File: config.mk
export PLATFORM = sky130hd
export DESIGN_NAME = if_id_queue
export DESIGN_NICKNAME = d
export VERILOG_FILES = /design/src/rtl/if_id_queue_pkg.sv /design/src/rtl/if_id_fifo_mem.sv /design/src/rtl/if_id_queue.sv
export SDC_FILE = /design/constraint.sdc
export NUM_CORES = 1
export LEC_CHECK = 0
export CAP_MARGIN = 20
export CORE_MARGIN = 4
export CORE_UTILIZATION = 55
export DETAILED_ROUTE_END_ITERATION = 7
export PLACE_DENSITY = 0.75
export SYNTH_ARGS = -nofsm -noshare
export SYNTH_HDL_FRONTEND = slang
export SYNTH_SLANG_ARGS = --single-unit
File: constraint.sdc
create_clock -name clk -period 6.8 [get_ports clk]
set_input_delay 1.36 -clock clk [delete_from_list [all_inputs] [get_ports clk]]
set_output_delay 1.36 -clock clk [all_outputs]
set_load 0.02 [all_outputs]
File: src/rtl/if_id_queue_pkg.sv
// Shared constants for the IF/ID instruction queue.
package if_id_queue_pkg;
  localparam logic [31:0] ZeroWord        = 32'h0000_0000;
  localparam logic        BranchEnable    = 1'b1;
  localparam logic        NoStop          = 1'b0;
  localparam int          IF_ID_STALL_BIT = 1;
  localparam int          ID_STALL_BIT    = 2;
  localparam int          IfIdQueueDepth  = 4;
endpackage

File: src/rtl/if_id_fifo_mem.sv
// Circular instruction buffer for the IF/ID queue: storage, pointers and
// occupancy. The caller guarantees no push when full and no pop when empty.
module if_id_fifo_mem #(
  parameter int W     = 64,
  parameter int DEPTH = 4
) (
  input  logic                       clk,
  input  logic                       rst_n,
  input  logic                       push_i,
  input  logic                       pop_i,
  input  logic                       clear_i,
  input  logic [W-1:0]               wdata_i,
  output logic [W-1:0]               rdata_o,
  output logic [$clog2(DEPTH+1)-1:0] count_o,
  output logic                       full_o,
  output logic                       empty_o
);
  localparam int PW = $clog2(DEPTH);
  localparam int CW = $clog2(DEPTH + 1);

  logic [W-1:0]  mem_q [DEPTH];
  logic [PW-1:0] wptr_q, wptr_d;
  logic [PW-1:0] rptr_q, rptr_d;
  logic [CW-1:0] count_q, count_d;

  // Storage is written only on push; contents need no reset.
  always_ff @(posedge clk) begin
    if (push_i) mem_q[wptr_q] <= wdata_i;
  end

  // Pointer and occupancy next state; pointers wrap naturally (DEPTH is 2^n).
  always_comb begin
    wptr_d  = wptr_q;
    rptr_d  = rptr_q;
    count_d = count_q;
    if (clear_i) begin
      wptr_d  = '0;
      rptr_d  = '0;
      count_d = '0;
    end else begin
      if (push_i) wptr_d = wptr_q + PW'(1);
      if (pop_i)  rptr_d = rptr_q + PW'(1);
      case ({push_i, pop_i})
        2'b10:   count_d = count_q + CW'(1);
        2'b01:   count_d = count_q - CW'(1);
        default: count_d = count_q;
      endcase
    end
  end

  // Control state register with asynchronous clear.
  always_ff @(posedge clk or negedge rst_n) begin
    if (!rst_n) begin
      wptr_q  <= '0;
      rptr_q  <= '0;
      count_q <= '0;
    end else begin
      wptr_q  <= wptr_d;
      rptr_q  <= rptr_d;
      count_q <= count_d;
    end
  end

  assign rdata_o = mem_q[rptr_q];
  assign count_o = count_q;
  assign full_o  = (count_q == CW'(DEPTH));
  assign empty_o = (count_q == '0);
endmodule

File: src/rtl/if_id_queue.sv
// IF/ID stage: DEPTH-entry instruction queue plus a registered slot feeding ID.
// Optional feature macro IF_ID_CUT_THROUGH_EN: when defined, an instruction
// arriving at an empty queue on an advancing cycle goes straight to the slot.
module if_id_queue
  import if_id_queue_pkg::*;
#(
  parameter int ADDR_W = 32,
  parameter int INST_W = 32,
  parameter int DEPTH  = IfIdQueueDepth
) (
  input  logic                       clk,
  input  logic                       rst_n,
  input  logic [ADDR_W-1:0]          pc_i,
  input  logic [INST_W-1:0]          inst_i,
  input  logic                       valid_i,
  output logic                       ready_o,
  input  logic                       ex_branch_flag_i,
  input  logic [4:0]                 stalled_i,
  output logic [ADDR_W-1:0]          pc_o,
  output logic [INST_W-1:0]          inst_o,
  output logic                       valid_o,
  output logic [$clog2(DEPTH+1)-1:0] count_o
);
  localparam int W = ADDR_W + INST_W;

  logic [ADDR_W-1:0] pc_q, pc_d;
  logic [INST_W-1:0] inst_q, inst_d;
  logic              valid_q, valid_d;
  logic [W-1:0]      head;
  logic              full, empty;
  logic              push, flush, advance, bubble, cut, fifo_push, fifo_pop;
  logic              unused_stall_bits;

  assign unused_stall_bits = ^{stalled_i[4:3], stalled_i[0]};

  assign ready_o = ~full;
  assign push    = valid_i & ready_o;
  assign flush   = (ex_branch_flag_i == BranchEnable);
  assign advance = (stalled_i[IF_ID_STALL_BIT] == NoStop);
  assign bubble  = !advance && (stalled_i[ID_STALL_BIT] == NoStop);

`ifdef IF_ID_CUT_THROUGH_EN
  assign cut = !flush && advance && empty && push;
`else
  assign cut = 1'b0;
`endif

  // A flush drops any same-cycle push; a cut-through word bypasses storage.
  assign fifo_push = push && !flush && !cut;
  assign fifo_pop  = !flush && advance && !empty;

  if_id_fifo_mem #(.W(W), .DEPTH(DEPTH)) u_fifo (
    .clk     (clk),
    .rst_n   (rst_n),
    .push_i  (fifo_push),
    .pop_i   (fifo_pop),
    .clear_i (flush),
    .wdata_i ({pc_i, inst_i}),
    .rdata_o (head),
    .count_o (count_o),
    .full_o  (full),
    .empty_o (empty)
  );

  // Output slot priority: flush, advance (pop / cut-through / empty), bubble, hold.
  always_comb begin
    pc_d    = pc_q;
    inst_d  = inst_q;
    valid_d = valid_q;
    if (flush) begin
      pc_d    = '0;
      inst_d  = '0;
      valid_d = 1'b0;
    end else if (advance) begin
      if (!empty) begin
        pc_d    = head[W-1:INST_W];
        inst_d  = head[INST_W-1:0];
        valid_d = 1'b1;
      end else if (cut) begin
        pc_d    = pc_i;
        inst_d  = inst_i;
        valid_d = 1'b1;
      end else begin
        pc_d    = '0;
        inst_d  = '0;
        valid_d = 1'b0;
      end
    end else if (bubble) begin
      pc_d    = '0;
      inst_d  = '0;
      valid_d = 1'b0;
    end
  end

  // Output slot register, cleared asynchronously.
  always_ff @(posedge clk or negedge rst_n) begin
    if (!rst_n) begin
      pc_q    <= '0;
      inst_q  <= '0;
      valid_q <= 1'b0;
    end else begin
      pc_q    <= pc_d;
      inst_q  <= inst_d;
      valid_q <= valid_d;
    end
  end

  assign pc_o    = pc_q;
  assign inst_o  = inst_q;
  assign valid_o = valid_q;
endmodule

After elaboration in Yosys (flattened, before gate mapping):

Memory sizes are Yosys's and may differ from the RTL's.
Index checks and enable logic that the tools add are counted.

* bits in read-only memories: 0
* word-level logic and storage cells: 48
* output and inout port bits: 69
* bits in latches: 0
* RAM bits: 256
* memories: 1
* register bits after elaboration: 72

Memory list
* u_fifo.mem_q: words 4, bits a word 64, read ports 1, clocked after memory_dff 0, write ports 1, line if_id_fifo_mem.sv:21 `logic [W-1:0] mem_q [DEPTH];`

* bitwise gates (word level): 4
* $add $sub $neg: 4
* shift operators: 0
* multipliers: 0
* reductions and logical operators: 10
* muxes and demuxes: 19
* $lt $le $gt $ge: 0
* div/mod/pow operators: 0
* equality and inequality tests: 4

Operators with widths (number)
* $mux W32: 7
* $mux W2: 4
* $mux W1: 6
* $pmux W3 S2: 1
* $add A2 B1 Y2 const B: 2
* $logic_and A1 B1 Y1: 4
* $reduce_bool A2 Y1: 2
* $add A3 B1 Y3 const B: 1
* $eq A3 B3 Y1 const B: 1
* $logic_not A3 Y1: 1
* $mux W3: 1
* $ne A3 B2 Y1 const B: 1
* $not A1 Y1: 3
* $reduce_bool A3 Y1: 1
* $sub A3 B1 Y3 const B: 1
* $eq A2 B1 Y1 const B: 1
* $eq A2 B2 Y1 const B: 1
* $logic_not A1 Y1: 2
* $and A1 B1 Y1: 1

Longest topological paths before layout:

Gate-level depths: netlist of the first run.

* depth in word-level cells: 7
* mapped depth: 9
* mapped depth without buffers: 8

Cells and area by module:

Synthesis of the first run repeated with hierarchy kept, for this count alone.

* cell total of the unflattened synthesis: 667
* area total of the unflattened synthesis: 13001.2 um^2

By module, submodules not included
* if_id_fifo_mem: cells an instance 375, area each 9659.3 um^2, instances 1
* if_id_queue: cells an instance 292, area each 3342.0 um^2, instances 1

Worst setup path before layout of the first run:

OpenSTA, ideal clock, no wires.

* path kind: input to register
* start: in valid_i
* end: mem u_fifo.mem_q[0][0] (enable)
* buffers on the path: 1
* stages on the path: 3
* arrival time: 6.531 ns
* setup time: 0.578 ns
* slack: -0.309 ns
* path through: clkbuf_1 nand2_1 nor3b_1

* word-level cells in the longest chain between the ends: 4

Ends and longest elaborated chain
* start: declaration: line if_id_queue.sv:15 `input logic valid_i,`
* $and A1 B1 Y1: line if_id_queue.sv:37 `assign push = valid_i & ready_o;`
* $logic_and A1 B1 Y1: line if_id_queue.sv:49 `assign fifo_push = push && !flush && !cut;`
* $mux W1: line if_id_fifo_mem.sv:28 `if (push_i) mem_q[wptr_q] <= wdata_i;`
* $mux W1 (not written as such): line if_id_fifo_mem.sv:28
* end: declaration: line if_id_fifo_mem.sv:21

No other way between the ends.

Worst setup path after layout of the first run:

* start: in ex_branch_flag_i
* end: reg u_fifo.count_q[1] (netlist: u_fifo.count_o[1])

* word-level cells in the longest chain between the ends: 6
* elaborated cells between the ends (all ways): 9
* classes of those cells: eq/ne (2); mux (2); reduce/logical (5)

Ends and longest elaborated chain
* start: declaration: line if_id_queue.sv:17 `input logic ex_branch_flag_i,`
* $logic_not A1 Y1: line if_id_queue.sv:49, if_id_queue.sv:50
* $logic_and A1 B1 Y1 (2 in series): line if_id_queue.sv:50 `assign fifo_pop = !flush && advance && !empty;`
* $eq A2 B1 Y1 / $eq A2 B2 Y1 (equally long branches): line if_id_fifo_mem.sv:43 `case ({push_i, pop_i})`
* $pmux W3 S2: line if_id_fifo_mem.sv:43
* $mux W3: line if_id_fifo_mem.sv:36 `if (clear_i) begin`
* end signal: assignment: line if_id_fifo_mem.sv:60 `count_q <= count_d;`
* end: declaration: line if_id_fifo_mem.sv:24 `logic [CW-1:0] count_q, count_d;`

Several ways; a longest one is shown, not always the timed one.
A chain may end at the register's enable or synchronous reset.

==> results of run 1 <==
[synth_stat cells (all sizes together)]
cell	instances	area share [%]
nand2b	2	0.10
inv	5	0.15
and2	1	0.052
nor2	3	0.093
clkbuf	9	0.28
a221oi	1	0.072
o21ai	4	0.17
a21boi	1	0.062
dfrtp	72	15
nor3b	5	0.35
a2111o	1	0.093
a21o	2	0.12
a21oi	7	0.29
o31ai	1	0.062
nand3	3	0.12
edfxtp	256	64
mux4	64	12
or3	3	0.16
xnor2	1	0.072
or2	1	0.052
o211ai	1	0.062
buf	23	1.5
xor2	1	0.072
nor3	1	0.083
nand3b	2	0.12
a22o	64	4.6
or4	1	0.062
fa	1	0.17
a2111oi	1	0.072
nor2b	1	0.052
ha	4	0.41
nand2	4	0.12
[worst reg2reg max path, stage by stage (launching register included)]
cell	delay (ps)
dfrtp_4	860
buf_4	780
inv_1	160
or4_1	530
a21oi_1	160
[power breakdown]
part | internal (mW) | switching (mW) | total [mW]
Clock | 1.26 | 0.717 | 1.98
Combinational | 0.222 | 0.201 | 0.422
Sequential | 2.25 | 0.0659 | 2.32
[flip-flops by register name, summed over array words and instances, names as in the netlist]
signal / count
u_fifo.mem_q: 256
inst_o: 32
valid_o: 1
pc_o: 32
u_fifo.count_o: 3
u_fifo.rptr_q: 2
u_fifo.wptr_q: 2
[stage by stage]
step | total power, mW | hold slack [ps]
6_report | 4.715 | 480.4
5_1_grt | 4.894 | 507.0
4_1_cts | 4.768 | 485.6
3_5_place_dp | 2.786 | 473.7
3_3_place_gp | 2.768 | 458.3
2_1_floorplan | 2.609 | 557.5
[final cells by class]
| cell class | instances | area [um^2] | share of cell area (%) |
|---|---|---|---|
| Timing Repair Buffer | 150 | 1469 | 9.810 |
| Inverter | 5 | 18.77 | 0.1253 |
| Tap cell | 280 | 350.3 | 2.340 |
| Clock buffer | 48 | 1005 | 6.710 |
| Sequential cell | 328 | 9497 | 63.42 |
| Multi-Input combinational cell | 181 | 2412 | 16.11 |
| Clock inverter | 13 | 221.5 | 1.479 |
[cell families (layout without fill, tap and decap cells)]
kind of cell | after synthesis | after routing | share of synthesized area, %
flops | 328 | 328 | 78.39
xor+xnor | 2 | 2 | 0.1447
fa+ha+maj | 5 | 5 | 0.5788
buf+inv | 37 | 216 | 1.974
compound gates | 83 | 83 | 5.633
mux | 64 | 64 | 11.91
simple gates | 27 | 27 | 1.375
[routing by layer]
metal	global-route usage (%)	vias up
met5	0	-
met4	5.124	2
met3	4.674	36
met2	33.46	188
met1	27.65	3128
li1	-	2577
[how the worst min path moves through the flow]
stage                                      start                           end  slack [ps]  cells past startpoint
floorplan           u_fifo.wptr_q[0]$_DFFE_PN0P_  u_fifo.wptr_q[0]$_DFFE_PN0P_         560                      2
global placement             valid_o$_DFFE_PN0P_           valid_o$_DFFE_PN0P_         460                      1
detailed placement           valid_o$_DFFE_PN0P_           valid_o$_DFFE_PN0P_         470                      1
CTS                          valid_o$_DFFE_PN0P_           valid_o$_DFFE_PN0P_         490                      1
global route                 valid_o$_DFFE_PN0P_           valid_o$_DFFE_PN0P_         510                      1
finish                       valid_o$_DFFE_PN0P_           valid_o$_DFFE_PN0P_         480                      1
==> metrics.md, run 1 <==
| Metric | Value |
|---|---|
| # diodes | `0` |
| Largest net degree at the start of global routing | `67` |
| Per-cell routed wire length | `23.82 um` |
| Die area | `24,450 um^2` |
| MaxCap Viol Count | `0` |
| Worst-margin pin slew | `1055 ps` |
| Final Hold Fails | `0` |
| Max Root-Sink Buffers | `3` |
| Initial antenna violation count | `1` |
| First-pass GRT wire length | `37,600 um` |
| Most frequent cells in the layout | `edfxtp_1 (256), clkdlybuf4s50_1 (137), dfrtp_1 (70)` |
| Width of the die | `156.4 um` |
| Total Routed Length | `23,940 um` |
| Ys Warns | `0` |
| Die Ht | `156.4 um` |
| GRT overflow | `0` |
| VDD IR max | `0.2705 mV` |
| Design area | `14,970 um^2` |
| Routed met1 length | `9894 um` |
| Slew HR | `29.65%` |
| CP delay by family, top | `buffers and inverters` |
| Starting density of the core | `55.64%` |
| Worst Setup EP | `u_fifo.count_o[1]$_DFFE_PN0P_` |
| Inst Count DP | `944` |
| Startpoint types | `input pin` |
| FF-to-FF End | `u_fifo.rptr_q[1]$_DFFE_PN0P_` |
| H-Tree Depth | `2` |
| Vias per cell | `5.901` |
| Area Growth Syn to Fin | `23.69%` |
| R2R Setup Slk | `4230 ps` |
| DR vias | `5,931` |
| DRC Markers | `0` |
| Worst endpoint required time | `7190 ps` |
| Filler instances | `1,349` |
| TritonRoute pass-1 iters | `4` |
| Clk sink count | `328` |
| Clock Latency Late Sink | `500 ps` |
| Final setup violation count | `0` |
| Max stage delay on crit path | `910 ps` |
| Fin crit share | `50.98%` |
| Num ports | `142` |
| Seq/Total Area, Yosys | `78.39%` |
| Yosys cell types | `38` |
| Gr usage total | `20.18%` |
| Post-route non-filler standard cell count | `1,005` |
| Leakage | `5.182 nW` |
| Cell Chain, Critical Path | `clkdlybuf4s50_1 > or2_2 > nor2_4 > and2_1 > fa_1 > nand2b_1 > or3_1 > o211ai_1` |
| Met3 wire len | `1514 um` |
| CTS Hold Bufs | `0` |
| CTS Root Cell | `clkbuf_16` |
| DPL Wire Length | `12,920 um` |
| Placeable core area | `21,760 um^2` |
| Outcome | `finished, final reports clean` |
| Syn_nets | `624` |
| Cell area after synthesis | `12,110 um^2` |
| FF-to-FF Start | `u_fifo.rptr_q[0]$_DFFE_PN0P_` |
| Routed Antenna Nets | `0` |
| Post-layout util | `68.82%` |
| Crit path kind | `in -> reg` |
| CTS tree | `done` |
| Post-CTS Setup Inserts | `0` |
| CP Depth | `8` |
| Setup_tns | `0 ps` |
| Final WS setup | `3333 ps` |
| Crit path buf inv count | `1` |
| Number of cell rows | `54` |
| CP endpoint kind | `flip-flop` |
| Critical path arrival | `3850 ps` |
| Vias in the first global route | `6,578` |
| Most common cell after layout, fill and taps aside | `edfxtp_1` |
| Highest Signal Layer | `met5` |
| Clock-pin slew on the worst setup and hold paths | `60 ps` |
| Placed cell areas | `13,750 um^2` |
| Nets | `778` |
| Flops & latches, synth | `328` |
| CP max-delay cell | `clkdlybuf4s50_1` |
| Met2 WL | `12,140 um` |
| Tmin final | `3467 ps` |
| Critical Path Fanout Max | `14` |
| Layout cells sized above 1 | `19.86%` |
| Max-slew violations | `0` |
| Syn Inst Count | `546` |
| Number of CTS-inserted buffers | `34` |
| Pre-CTS setup slack | `2889 ps` |
| Resized cells post-CTS | `0` |
| Setup Skew | `13.10 ps` |
| Pwr/cell area | `314.9 nW/um^2` |
| Max Clk Rate | `288.4 MHz` |
| R2R depth | `4` |
| HP Class | `reg -> reg` |
| Routability congestion estimate | `0.7054` |
| I/O Buffers | `138` |
| Worst setup path start | `ex_branch_flag_i` |
| Drt initial violations | `395` |
| Syn Area/Cell | `22.17 um^2` |
| RSZ-0062 raised after global routing | `false` |
Note: power is estimated with default switching activity, not from simulation.
==> run 2: changes to the inputs <==
CORE_UTILIZATION = 50   (was 55)
PLACE_DENSITY = 0.71   (was 0.75)
clock period = 2.8 ns   (was 6.8 ns; I/O delays follow)
==> run 2 against run 1 <==
Effect of this change:
- wire length grew 1.0%
- combinational power grew to 2.6 times the previous value
- die area grew 9.5%
- sequential cell count is the same
- cell area grew 1.0%
- largest cell class unchanged
- non-clock buffer count grew 5
- critical path type is now reg -> out
- critical path depth shrank 5
- critical endpoint is now ready_o
- power grew 140%
- clock power grew 120%
- final cell count grew 4.5%
- sequential power grew 140%
- worst hold slack lost 430 ps
==> metrics.md, run 2 (synthesis results as in run 1) <==
| Metric | Value |
|---|---|
| Outcome | `finished, final reports clean (unchanged)` |
| VDD IR max | `0.5211 mV (was 0.2705 mV)` |
| Area Growth Syn to Fin | `24.94% (was 23.69%)` |
| DR vias | `5,916 (was 5,931)` |
| Vias in the first global route | `6,563 (was 6,578)` |
| Reg power frac | `50.5% (was 49.1%)` |
| Layout cells sized above 1 | `20.11% (was 19.86%)` |
| Clock Latency Late Sink | `500 ps (about the same)` |
| Critical Path Fanout Max | `8 (was 14)` |
| RSZ-0062 raised after global routing | `false (unchanged)` |
| Post-layout util | `64.05% (was 68.82%)` |
| CTS tree | `done (unchanged)` |
| MaxCap Viol Count | `0 (unchanged)` |
| Width of the die | `163.6 um (was 156.4 um)` |
| Worst-margin pin slew | `1034 ps (was 1055 ps)` |
| Largest net degree at the start of global routing | `67 (unchanged)` |
| Vias per cell | `5.634 (was 5.901)` |
| Met1 usage | `23.80% (was 27.65%)` |
| H-Tree Depth | `2 (unchanged)` |
| Placeable core area | `23,610 um^2 (was 21,760 um^2)` |
| M3 GR Usage | `4.744% (was 4.674%)` |
| DRC Markers | `0 (unchanged)` |
| Cell Chain, Critical Path | `nor3b_4 > inv_2 > clkdlybuf4s50_1 (was clkdlybuf4s50_1 > or2_2 > nor2_4 > and2_1 > fa_1 > nand2b_1 > or3_1 > o211ai_1)` |
| Tmin final | `2494 ps` |
| Num ports | `142 (unchanged)` |
| CP endpoint kind | `output port (was flip-flop)` |
| Most flops, register | `u_fifo.mem_q (unchanged)` |
| Slew HR | `31.06% (was 29.65%)` |
| Most frequent cells in the layout | `edfxtp_1 (256), clkdlybuf4s50_1 (137), dfrtp_1 (67) (was edfxtp_1 (256), clkdlybuf4s50_1 (137), dfrtp_1 (70))` |
| # diodes | `0 (unchanged)` |
| Switch Pwr | `2.385 mW (was 0.9833 mW)` |
| CTS Root Cell | `clkbuf_16 (unchanged)` |
| Die area | `26,760 um^2 (was 24,450 um^2)` |
| Logic pwr share | `9.8% (was 9.0%)` |
| Max Root-Sink Buffers | `3 (unchanged)` |
| Clock-pin slew on the worst setup and hold paths | `60 ps (about the same)` |
| Startpoint types | `flip-flop (was input pin)` |
| Worst endpoint required time | `2240 ps (was 7190 ps)` |
| Largest register FFs | `256 (unchanged)` |
| Number of cell rows | `56 (was 54)` |
| Die Ht | `163.6 um (was 156.4 um)` |
| First-pass GRT wire length | `37,380 um (was 37,600 um)` |
| Gr usage total | `18.45% (was 20.18%)` |
| Internal power | `8.741 mW (was 3.731 mW)` |
| Pwr/cell area | `735.6 nW/um^2 (was 314.9 nW/um^2)` |
| TritonRoute pass-1 iters | `4 (unchanged)` |
| Clock power frac | `39.7% (was 41.9%)` |
| Starting density of the core | `51.27% (was 55.64%)` |
| Critical path arrival | `1930 ps (was 3850 ps)` |
| Per-cell routed wire length | `23.04 um (was 23.82 um)` |
| Resized cells post-CTS | `0 (unchanged)` |
| Number of CTS-inserted buffers | `34 (unchanged)` |
| CTS Hold Bufs | `0 (unchanged)` |
| Switching share of power | `21.44% (was 20.86%)` |
| Routed Antenna Nets | `0 (unchanged)` |
| Final setup violation count | `0 (unchanged)` |
| CP max-delay cell | `clkdlybuf4s50_1 (unchanged)` |
| Fin crit share | `89.07%` |
| Final Hold Fails | `0 (unchanged)` |
| Met2 GRT Util | `31.58% (was 33.46%)` |
| Leakage | `5.193 nW (was 5.182 nW)` |
| Crit path buf inv count | `2 (was 1)` |
| Max-slew violations | `0 (unchanged)` |
| HP Class | `in -> async (was reg -> reg)` |
| GRT overflow | `0 (unchanged)` |
| Crit path kind | `reg -> out (was in -> reg)` |
| Total Routed Length | `24,190 um (was 23,940 um)` |
| Nets | `783 (was 778)` |
| Routability congestion estimate | `0.7575 (was 0.7054)` |
| Max Clk Rate | `401.0 MHz` |
| Initial antenna violation count | `1 (unchanged)` |
| GRT Max-Usage Layer | `met2 (unchanged)` |
| I/O Buffers | `138 (unchanged)` |
| Tot Pwr | `11.13 mW (was 4.715 mW)` |
| Post-CTS Setup Inserts | `0 (unchanged)` |
| Post-route non-filler standard cell count | `1,050 (was 1,005)` |
| Most common cell after layout, fill and taps aside | `edfxtp_1 (unchanged)` |
| Drt initial violations | `418 (was 395)` |
| Clk sink count | `328 (unchanged)` |
| CP delay by family, top | `buffers and inverters (unchanged)` |
| Max stage delay on crit path | `550 ps (was 910 ps)` |
| Setup Skew | `12.23 ps (was 13.10 ps)` |
| Inst Count DP | `988 (was 944)` |
| DPL Wire Length | `13,560 um (was 12,920 um)` |
==> run 2: layer usage <==
metal	up-vias	part of all wire, %
li1	2597	-
met5	-	0.054
met4	2	1.8
met3	36	6.4
met2	166	51
met1	3115	41
==> run 2: power groups by stage <==
stage,clock [mW],combinational [mW],sequential (mW)
after detailed placement,0,1.10,5.72
after global routing,4.72,1.16,5.65
after CTS,4.52,1.11,5.63
final,4.42,1.08,5.62
after floorplan,0,0.606,5.73
after global placement,0,1.07,5.71
==> run 2: cell type report <==
class	instances	area, um^2
timing repair buffer	155	1632
fill	1611	8488
tap	319	399.1
clock buffer	56	1067
sequential	328	9500
clock inverter	6	56.30
inverter	5	18.77
multi-input combinational	181	2451
==> run 2: worst paths after layout <==
check	depth (start not counted)	slack (ps)	endpoint	startpoint
hold / removal	1	50	pc_o[18]$_DFFE_PN0P_	rst_n
hold reg to reg	1	480	valid_o$_DFFE_PN0P_	valid_o$_DFFE_PN0P_
setup / recovery	3	310	ready_o	u_fifo.count_o[0]$_DFFE_PN0P_
setup reg to reg	7	540	u_fifo.count_o[1]$_DFFE_PN0P_	u_fifo.count_o[0]$_DFFE_PN0P_
min in group clk	1	480	valid_o$_DFFE_PN0P_	valid_o$_DFFE_PN0P_
max in group asynchronous	2	2120	inst_o[25]$_DFFE_PN0P_	rst_n
==> run 2: through the flow <==
step	TNS (ps)	hold WS [ps]	cell area (um^2)	setup slack (ps)
floorplan	-60170	264.4	12170	-235.0
global placement	0	458.4	14000	307.6
detailed placement	0	478.1	14000	269.3
CTS	0	66.61	15120	295.4
global route	0	79.18	15120	234.1
finish	0	47.80	15120	306.0
